`config.mk`:
```
export PLATFORM = sky130hd
export DESIGN_NAME = move_pulse_generator_flat
export DESIGN_NICKNAME = d
export VERILOG_FILES = /design/src/rtl/move_pulse_generator_if.sv /design/src/rtl/move_pulse_generator.sv /design/src/flat_wrapper.sv
export SDC_FILE = /design/constraint.sdc
export NUM_CORES = 1
export LEC_CHECK = 0
export CAP_MARGIN = 20
export CORE_MARGIN = 4
export CORE_UTILIZATION = 63
export DETAILED_ROUTE_END_ITERATION = 10
export PLACE_DENSITY = 0.84
export SLEW_MARGIN = 10
export SYNTH_ARGS = -nofsm -noshare
export SYNTH_HDL_FRONTEND = slang
export SYNTH_SLANG_ARGS = --single-unit
```
`constraint.sdc`:
```
create_clock -name i_Clk -period 3.95 [get_ports i_Clk]
set_input_delay 1.185 -clock i_Clk [delete_from_list [all_inputs] [get_ports i_Clk]]
set_output_delay 1.185 -clock i_Clk [all_outputs]
set_load 0.05 [all_outputs]
```
`src/rtl/move_pulse_generator_if.sv`:
```
// rtl/move_pulse_generator_if.sv - switch levels in, movement/start strobes out
interface move_pulse_generator_if;
    logic [3:0] i_Buttons;
    logic       o_Up_Pulse;
    logic       o_Down_Pulse;
    logic       o_Left_Pulse;
    logic       o_Right_Pulse;
    logic       o_Start_Pulse;
    logic       o_Chord_Active;

    modport master (
        output i_Buttons,
        input  o_Up_Pulse, o_Down_Pulse, o_Left_Pulse, o_Right_Pulse,
        input  o_Start_Pulse, o_Chord_Active
    );

    modport slave (
        input  i_Buttons,
        output o_Up_Pulse, o_Down_Pulse, o_Left_Pulse, o_Right_Pulse,
        output o_Start_Pulse, o_Chord_Active
    );
endinterface

```
`src/rtl/move_pulse_generator.sv`:
```
// rtl/move_pulse_generator.sv - switch levels to move strobes with hold-repeat and start chord
// Optional auto-repeat enabled by defining MOVE_AUTO_REPEAT_EN.
module move_pulse_generator #(
    parameter int HOLD_DELAY    = 12_500_000,
    parameter int REPEAT_PERIOD = 5_000_000,
    parameter int START_HOLD    = 25_000_000
) (
    input  logic                   i_Clk,
    input  logic                   i_Reset,
    move_pulse_generator_if.slave  bus
);
    localparam int MAX_HR = (HOLD_DELAY > REPEAT_PERIOD) ? HOLD_DELAY : REPEAT_PERIOD;
    localparam int MAX_P  = (MAX_HR > START_HOLD) ? MAX_HR : START_HOLD;
    localparam int CW     = $clog2(MAX_P) + 1;

    localparam logic [CW-1:0] HOLD_LAST   = CW'(HOLD_DELAY - 1);
    localparam logic [CW-1:0] REPEAT_LAST = CW'(REPEAT_PERIOD - 1);
    localparam logic [CW-1:0] START_LAST  = CW'(START_HOLD - 1);

    localparam logic [2:0] S_IDLE   = 3'd0;
    localparam logic [2:0] S_HELD   = 3'd1;
    localparam logic [2:0] S_REPEAT = 3'd2;
    localparam logic [2:0] S_CHORD  = 3'd3;
    localparam logic [2:0] S_WAIT   = 3'd4;

    logic [2:0]    state, state_nx;
    logic [CW-1:0] count, count_nx;
    logic [3:0]    latched, latched_nx;
    logic [3:0]    move_nx, move_q;
    logic          start_nx, start_q, chord_q;

    logic [3:0] btn;
    logic       single;
    logic       others;
    logic       all_four;
    logic [CW-1:0] chord_entry_count;

    assign btn      = bus.i_Buttons;
    assign single   = (btn != 4'd0) && ((btn & (btn - 4'd1)) == 4'd0);
    assign others   = (btn & ~latched) != 4'd0;
    assign all_four = (btn == 4'hF);
    // The sample that enters the chord already counts toward the start hold.
    assign chord_entry_count = all_four ? CW'(1) : '0;

    always_comb begin
        state_nx   = state;
        count_nx   = count;
        latched_nx = latched;
        move_nx    = 4'd0;
        start_nx   = 1'b0;
        case (state)
            S_IDLE: begin
                if (single) begin
                    move_nx    = btn;
                    latched_nx = btn;
                    state_nx   = S_HELD;
                    count_nx   = '0;
                end else if (btn != 4'd0) begin
                    state_nx = S_CHORD;
                    count_nx = chord_entry_count;
                end
            end
            S_HELD: begin
                if (others) begin
                    state_nx = S_CHORD;
                    count_nx = chord_entry_count;
                end else if (btn == 4'd0) begin
                    state_nx = S_IDLE;
                    count_nx = '0;
                end else begin
`ifdef MOVE_AUTO_REPEAT_EN
                    if (count == HOLD_LAST) begin
                        move_nx  = latched;
                        state_nx = S_REPEAT;
                        count_nx = '0;
                    end else begin
                        count_nx = count + CW'(1);
                    end
`else
                    count_nx = '0;
`endif
                end
            end
`ifdef MOVE_AUTO_REPEAT_EN
            S_REPEAT: begin
                if (others) begin
                    state_nx = S_CHORD;
                    count_nx = chord_entry_count;
                end else if (btn == 4'd0) begin
                    state_nx = S_IDLE;
                    count_nx = '0;
                end else if (count == REPEAT_LAST) begin
                    move_nx  = latched;
                    count_nx = '0;
                end else begin
                    count_nx = count + CW'(1);
                end
            end
`endif
            S_CHORD: begin
                if (btn == 4'd0) begin
                    state_nx = S_IDLE;
                    count_nx = '0;
                end else if (all_four) begin
                    if (count == START_LAST) begin
                        start_nx = 1'b1;
                        state_nx = S_WAIT;
                        count_nx = '0;
                    end else begin
                        count_nx = count + CW'(1);
                    end
                end else begin
                    count_nx = '0;
                end
            end
            S_WAIT: begin
                if (btn == 4'd0) begin
                    state_nx = S_IDLE;
                    count_nx = '0;
                end
            end
            default: begin
                state_nx = S_WAIT;
                count_nx = '0;
            end
        endcase
    end

    always_ff @(posedge i_Clk or posedge i_Reset) begin
        if (i_Reset) begin
            state   <= S_WAIT;
            count   <= '0;
            latched <= 4'd0;
            move_q  <= 4'd0;
            start_q <= 1'b0;
            chord_q <= 1'b0;
        end else begin
            state   <= state_nx;
            count   <= count_nx;
            latched <= latched_nx;
            move_q  <= move_nx;
            start_q <= start_nx;
            // Chord indication stays up through the start strobe cycle.
            chord_q <= (state_nx == S_CHORD) || start_nx;
        end
    end

    assign bus.o_Up_Pulse     = move_q[0];
    assign bus.o_Down_Pulse   = move_q[1];
    assign bus.o_Left_Pulse   = move_q[2];
    assign bus.o_Right_Pulse  = move_q[3];
    assign bus.o_Start_Pulse  = start_q;
    assign bus.o_Chord_Active = chord_q;
endmodule

```
`src/flat_wrapper.sv`:
```
// flat-port wrapper written by rule: the top's interface ports become plain ports
module move_pulse_generator_flat 
#(
    parameter int HOLD_DELAY    = 12_500_000,
    parameter int REPEAT_PERIOD = 5_000_000,
    parameter int START_HOLD    = 25_000_000
)
  (i_Clk, i_Reset, bus_i_Buttons, bus_o_Up_Pulse, bus_o_Down_Pulse, bus_o_Left_Pulse, bus_o_Right_Pulse, bus_o_Start_Pulse, bus_o_Chord_Active);
  move_pulse_generator_if bus_i ();
  input  logic i_Clk;
  input  logic i_Reset;
  input wire logic [$bits(bus_i.i_Buttons)-1:0] bus_i_Buttons;
  output wire logic [$bits(bus_i.o_Up_Pulse)-1:0] bus_o_Up_Pulse;
  output wire logic [$bits(bus_i.o_Down_Pulse)-1:0] bus_o_Down_Pulse;
  output wire logic [$bits(bus_i.o_Left_Pulse)-1:0] bus_o_Left_Pulse;
  output wire logic [$bits(bus_i.o_Right_Pulse)-1:0] bus_o_Right_Pulse;
  output wire logic [$bits(bus_i.o_Start_Pulse)-1:0] bus_o_Start_Pulse;
  output wire logic [$bits(bus_i.o_Chord_Active)-1:0] bus_o_Chord_Active;
  assign bus_i.i_Buttons = bus_i_Buttons;
  assign bus_o_Up_Pulse = bus_i.o_Up_Pulse;
  assign bus_o_Down_Pulse = bus_i.o_Down_Pulse;
  assign bus_o_Left_Pulse = bus_i.o_Left_Pulse;
  assign bus_o_Right_Pulse = bus_i.o_Right_Pulse;
  assign bus_o_Start_Pulse = bus_i.o_Start_Pulse;
  assign bus_o_Chord_Active = bus_i.o_Chord_Active;
  move_pulse_generator #(.HOLD_DELAY(HOLD_DELAY), .REPEAT_PERIOD(REPEAT_PERIOD), .START_HOLD(START_HOLD)) u_core (.i_Clk(i_Clk), .i_Reset(i_Reset), .bus(bus_i));
endmodule
```
==> flow_metrics.env, run 1 <==
export IMPL_status="finished clean"
export IMPL_fin_crit_sh=0.757
export IMPL_n_antenna_cell=0
export IMPL_rsz0062_at_grt="no"
export IMPL_avgViaCountPerCell=5.88
export IMPL_drt_iter0_drc=113
export IMPL_syn2layout_area_growth_pct=11.3
export IMPL_cts_made_buffers=5
export IMPL_synth_cell_type_count=46
export IMPL_io_buffers=11
export IMPL_setup_tns_ns=0
export IMPL_tightestPinTransition_ns=0.581
export IMPL_cts_tree="yes"
export IMPL_required_ns=4.22
export IMPL_final_max_slew_viol_count=0
export IMPL_rrSetupSlack_ns=1.91
export IMPL_leakagePower_nw=0.989
export IMPL_drt_antenna_violating_nets=0
export IMPL_dp_hpwl_mm=2.67
export IMPL_slowest_delay_ns=0.53
export IMPL_die_h_um=64.4
export IMPL_syn_inst=200
export IMPL_multi_input_area_sq_um=973
export IMPL_seq_area_sq_um=977
export IMPL_syn_nets=207
export IMPL_endpoint_kind="register"
export IMPL_hold_buffers=0
export IMPL_place_congestion=0.819
export IMPL_dp_cells=252
export IMPL_post_cts_buffers=0
export IMPL_syn_area_sq_mm=0.00201
export IMPL_wl_per_cell_um=14.1
export IMPL_grt_max_degree=40
export IMPL_boundaryPins=12
export IMPL_fin_crit_ns=2.99
export IMPL_drtPass1Iterations=4
export IMPL_ctsResizeCount=0
export IMPL_hp_start="u_core.latched[3]"
export IMPL_cts_buffer_depth=2
export IMPL_pre_cts_slack_ns=0.593
export IMPL_mostFrequentLayoutCells="38 x dfrtp_1, 30 x nor2_1, 15 x xor2_1, 13 x nand3_1"
export IMPL_powerDensity_mw_per_mm2=477
export IMPL_cts_root_buf="clkbuf_4"
export IMPL_stdcell_count=260
export IMPL_syn_avg_cell_area_sq_um=10.0
export IMPL_irDropWorstVdd_v=0.000353
export IMPL_final_common_cell="dfrtp_1"
export IMPL_yosysTopAreaCell="dfrtp_1"
export IMPL_cp_max_fo=15
export IMPL_synth_seq_area_share=0.487
export IMPL_hold_depth=1
export IMPL_crit_slowest_cell="clkdlybuf4s50_1"
export IMPL_fp_row_count=20
export IMPL_layout_nets=222
export IMPL_cts_sinks=39
export IMPL_hold_viol=0
export IMPL_slew_headroom=0.609
export IMPL_ys_warnings_count=0
export IMPL_worst_slack_ns=0.958
export IMPL_synth_top_area_share=0.474
export IMPL_n_fill_cell=241
export IMPL_synth_area_top_cells="dfrtp_1 47%, xor2_1 6.5%, nor2_1 5.6%"
export IMPL_arrival_ns=3.26
export IMPL_worstSkewPairLatency_ns=0.33
export IMPL_timing_setup_critical_path_class="in2reg"
export IMPL_min_path_type="reg2reg"
export IMPL_drive_above_1_share=0.111
export IMPL_grt_pass1_wl_mm=6.73
export IMPL_grt_pass1_vias=1508
export IMPL_worst_hold_slack_ns=0.526
export IMPL_track_usage=0.208
export IMPL_htreeDepth=2
export IMPL_r2r_end="u_core.count[12]"
export IMPL_wl_mm=3.67
export IMPL_path_cells="clkdlybuf4s50_1 > nor4_4 > mux2i_2 > buf_4 > nand2_1 > or3_1 > a21oi_1"
export IMPL_grt_ovfl_total=0
export IMPL_reg2regPathDepth=7
export IMPL_finClkSkew_ns=0.00559
export IMPL_antenna_found_initial=0
export IMPL_fp_dieArea_sq_mm=0.00415
export IMPL_maxCapViolCount=0
export IMPL_core_area_sq_mm=0.00305
export IMPL_r2r_start="u_core.count[0]"
export IMPL_setup_viol=0
export IMPL_fmax_mhz=334
export IMPL_hold_end="u_core.latched[3]"
export IMPL_synth_edff_count=0
export IMPL_via_count=1530
export IMPL_start_util=0.657
export IMPL_dieWidth_um=64.4
export IMPL_drc=0
export IMPL_clkTransAtPathRegs_ns=0.11
export IMPL_crit_path_start_kind="input pin"
export IMPL_yosys_most_used_dff="dfrtp_1"
export IMPL_synth_seq_cells=39
export IMPL_synthArstFlopShare=1.00
-- sequential cells by signal, indices dropped and copies added, names as in the netlist --
| register | flops |
|---|---|
| u_core.bus.o_Chord_Active | 1 |
| u_core.move_q | 4 |
| u_core.state | 3 |
| u_core.count | 26 |
| u_core.latched | 4 |
| u_core.bus.o_Start_Pulse | 1 |
-- layout make-up --
class                   count  share of cell area
inverters                   7              0.0118
flip-flops and latches     39               0.438
well taps                  44              0.0246
repair buffers             14              0.0594
multi-input cells         148               0.436
clock buffers               8              0.0308
-- synth_stat cells (all sizes together) (2+ instances only) --
library cell and n:
and3 5, inv 7, xnor2 6, o22ai 2
nand4 11, nor2b 3, buf 4, nand2 12
nor3 7, a22o 2, a21oi 4, xor2 15
and4 4, nor2 30, mux2 4, dfrtp 38
clkbuf 2, nand3 13, nor3b 2, o21ai 6
and2 2, nor4b 2, nor4 3
-- metrics by stage --
stage,utilization,total power [mW],cell area (sq um)
2_1_floorplan,-,0.750,2010
3_3_place_gp,0.709,0.830,2160
3_5_place_dp,0.709,0.848,2160
4_1_cts,0.732,1.08,2230
5_1_grt,0.732,1.15,2230
6_report,0.732,1.07,2230
-- how the worst max path moves through the flow --
stage                       end              from  slack, ns  cells after the start
2_1_floorplan  u_core.count[25]  bus_i_Buttons[2]       1.10                      6
3_3_place_gp   u_core.count[24]  bus_i_Buttons[1]       0.68                      7
3_5_place_dp   u_core.count[24]  bus_i_Buttons[0]       0.59                      7
4_1_cts        u_core.count[24]  bus_i_Buttons[0]       0.98                      7
5_1_grt        u_core.count[24]  bus_i_Buttons[1]       0.81                      7
6_report       u_core.count[24]  bus_i_Buttons[0]       0.96                      7
-- worst max-delay path, delay by kind of cell --
family	cells	cell delay, ns
AOI/OAI and AO/OA	1	0.14
buffers and inverters	2	0.76
muxes	1	0.30
and+or+nand+nor	3	0.87
-- logic make-up after synthesis --
| family | after synthesis | share of synthesized area |
|---|---|---|
| AO/OA/AOI/OAI | 23 | 0.0786 |
| XOR/XNOR | 21 | 0.0916 |
| adder cells (fa/ha/maj) | 1 | 0.00623 |
| buffers and inverters | 13 | 0.0281 |
| flip-flops | 39 | 0.487 |
| multiplexers | 5 | 0.0312 |
| AND/OR/NAND/NOR | 98 | 0.277 |
-- report_power, final --
part	switching, mW	internal, mW
clock network	0.120	0.105
logic	0.225	0.125
registers	0.0439	0.447
total	0.389	0.677
-- routing by layer --
metal | track usage | part of all wire | up-vias
met5 | 0 | 0 | -
met4 | 0.0607 | 0.0011 | 0
met3 | 0.0641 | 0.031 | 2
met2 | 0.353 | 0.52 | 21
met1 | 0.255 | 0.45 | 757
li1 | - | - | 750
Power figures use the tool's default switching activity.
==> inputs of run 2 (changes only) <==
--- a/config.mk
+++ b/config.mk
@@ -7,9 +7,9 @@
 export LEC_CHECK = 0
 export CAP_MARGIN = 20
 export CORE_MARGIN = 4
-export CORE_UTILIZATION = 63
+export CORE_UTILIZATION = 58
 export DETAILED_ROUTE_END_ITERATION = 10
-export PLACE_DENSITY = 0.84
+export PLACE_DENSITY = 0.78
 export SLEW_MARGIN = 10
 export SYNTH_ARGS = -nofsm -noshare
 export SYNTH_HDL_FRONTEND = slang
==> constraint.sdc (replaced) <==
create_clock -name i_Clk -period 2.8 [get_ports i_Clk]
set_input_delay 0.84 -clock i_Clk [delete_from_list [all_inputs] [get_ports i_Clk]]
set_output_delay 0.84 -clock i_Clk [all_outputs]
set_load 0.05 [all_outputs]
==> flow_metrics.env, run 2 (synthesized netlist as in run 1, its figures left out) <==
export IMPL_min_path_type="reg2reg"
export IMPL_crit_path_start_kind="input pin"
export IMPL_irDropWorstVdd_v=0.000648
export IMPL_status="finished clean"
export IMPL_powerDensity_mw_per_mm2=701
export IMPL_rrSetupSlack_ns=0.69
export IMPL_finClkSkew_ns=0.00592
export IMPL_hp_start="u_core.latched[0]"
export IMPL_io_buffers=11
export IMPL_fin_crit_sh=0.893
export IMPL_crit_slowest_cell="or4_1"
export IMPL_final_max_slew_viol_count=0
export IMPL_dp_cells=264
export IMPL_cts_tree="yes"
export IMPL_required_ns=3.07
export IMPL_post_route_util=0.698
export IMPL_worstSkewPairLatency_ns=0.35
export IMPL_drive_above_1_share=0.155
export IMPL_met2_length_mm=2.20
export IMPL_fp_row_count=21
export IMPL_htreeDepth=2
export IMPL_track_usage=0.222
export IMPL_antenna_found_initial=0
export IMPL_cts_root_buf="clkbuf_4"
export IMPL_r2r_end="u_core.count[0]"
export IMPL_drt_iter0_drc=92
export IMPL_n_antenna_cell=0
export IMPL_boundaryPins=12
export IMPL_grt_pass1_wl_mm=7.27
export IMPL_fin_crit_ns=2.50
export IMPL_die_h_um=66.8
export IMPL_cts_made_buffers=5
export IMPL_wl_per_cell_um=15.6
export IMPL_tightestPinTransition_ns=0.631
export IMPL_drt_antenna_violating_nets=0
export IMPL_drt_met1_wl_mm=1.76
export IMPL_reg_top3="u_core.count: 26 flops, u_core.latched: 4 flops, u_core.move_q: 4 flops"
export IMPL_post_cts_buffers=0
export IMPL_cts_buffer_depth=2
export IMPL_wl_mm=4.24
export IMPL_layout_nets=232
export IMPL_core_area_sq_mm=0.00334
export IMPL_syn2layout_area_growth_pct=16.0
export IMPL_dp_hpwl_mm=3.09
export IMPL_r2r_start="u_core.count[0]"
export IMPL_hold_viol=0
export IMPL_grt_pass1_vias=1577
export IMPL_drc=0
export IMPL_dieWidth_um=66.8
export IMPL_worst_hold_slack_ns=0.496
export IMPL_grt_ovfl_total=0
export IMPL_leakagePower_nw=1.05
export IMPL_largest_reg_flops=26
export IMPL_cp_max_fo=3
export IMPL_routed_top_layer="met4"
export IMPL_hold_end="u_core.latched[0]"
export IMPL_slowest_delay_ns=0.49
export IMPL_avgViaCountPerCell=5.92
export IMPL_ctsResizeCount=0
export IMPL_hold_depth=1
export IMPL_rsz0062_at_grt="no"
export IMPL_path_cells="clkdlybuf4s50_1 > nor4_4 > mux2i_2 > nand2_2 > or4_1 > a21oi_1"
export IMPL_final_common_cell="dfrtp_1"
export IMPL_reg2regPathDepth=6
export IMPL_fmax_mhz=400
export IMPL_timing_setup_critical_path_class="in2reg"
export IMPL_setup_viol=0
export IMPL_grt_max_degree=40
export IMPL_endpoint_kind="register"
export IMPL_via_count=1609
export IMPL_fp_dieArea_sq_mm=0.00447
export IMPL_start_util=0.601
export IMPL_place_congestion=0.903
export IMPL_dr_wl_met3_um=193
export IMPL_cts_sinks=39
export IMPL_hold_buffers=0
export IMPL_regMostFlops="u_core.count"
export IMPL_drtPass1Iterations=4
export IMPL_arrival_ns=2.77
export IMPL_slew_headroom=0.576
export IMPL_maxCapViolCount=0
export IMPL_clkTransAtPathRegs_ns=0.11
export IMPL_mostFrequentLayoutCells="38 x dfrtp_1, 30 x nor2_1, 15 x xor2_1, 13 x nand3_1, 13 x buf_4"
export IMPL_stdcell_count=272
## run 2: changes by cell type in the layout (fill, tap and decap cells not counted), sizes merged
| cell | before | now |
|---|---|---|
| clkinv | 0 | 1 |
| bufinv | 0 | 1 |
| clkbuf | 8 | 6 |
| buf | 3 | 13 |
## run 2: metal layers
layer / vias up / global-route usage
met2: 40 / 0.365
met4: 0 / 0.0939
li1: 764 / -
met3: 7 / 0.0590
met1: 798 / 0.274
met5: - / 0
## run 2: critical path: cells and delay by family
family,cells,cell delay [ns]
AND/OR/NAND/NOR,3,0.98
buffers and inverters,1,0.46
multiplexers,1,0.32
AO/OA/AOI/OAI,1,0.16
## run 2: worst max-delay path by stage
stage | start | endpoint | slack [ns] | depth (start not counted)
after floorplan | bus_i_Buttons[2] | u_core.count[25] | 0.30 | 6
after global placement | bus_i_Buttons[0] | u_core.count[25] | 0.04 | 6
after detailed placement | bus_i_Buttons[1] | u_core.count[25] | -0.07 | 6
after CTS | bus_i_Buttons[0] | u_core.count[25] | 0.28 | 6
after global routing | bus_i_Buttons[1] | u_core.count[25] | 0.12 | 7
final | bus_i_Buttons[0] | u_core.count[25] | 0.30 | 6
## run 2: through the flow
stage | TNS, ns | cell area (sq um) | setup WS [ns] | power (mW)
floorplan | 0 | 2010 | 0.295 | 1.06
global placement | 0 | 2240 | 0.0377 | 1.22
detailed placement | -0.454 | 2240 | -0.0722 | 1.24
CTS | 0 | 2330 | 0.283 | 1.64
global route | 0 | 2330 | 0.122 | 1.73
finish | 0 | 2330 | 0.300 | 1.63
## run 2: layout make-up
class / count / area, sq um
sequential: 39 / 977
clock buffer: 6 / 51.3
timing repair buffer: 24 / 208
fill: 283 / 1010
tap: 46 / 57.6
inverter: 7 / 26.3
multi-input combinational: 148 / 973
clock inverter: 2 / 35.0
## run 2: power by group
| part | switching, mW | internal (mW) |
|---|---|---|
| Sequential | 0.0636 | 0.631 |
| Combinational | 0.331 | 0.213 |
| Clock | 0.184 | 0.211 |
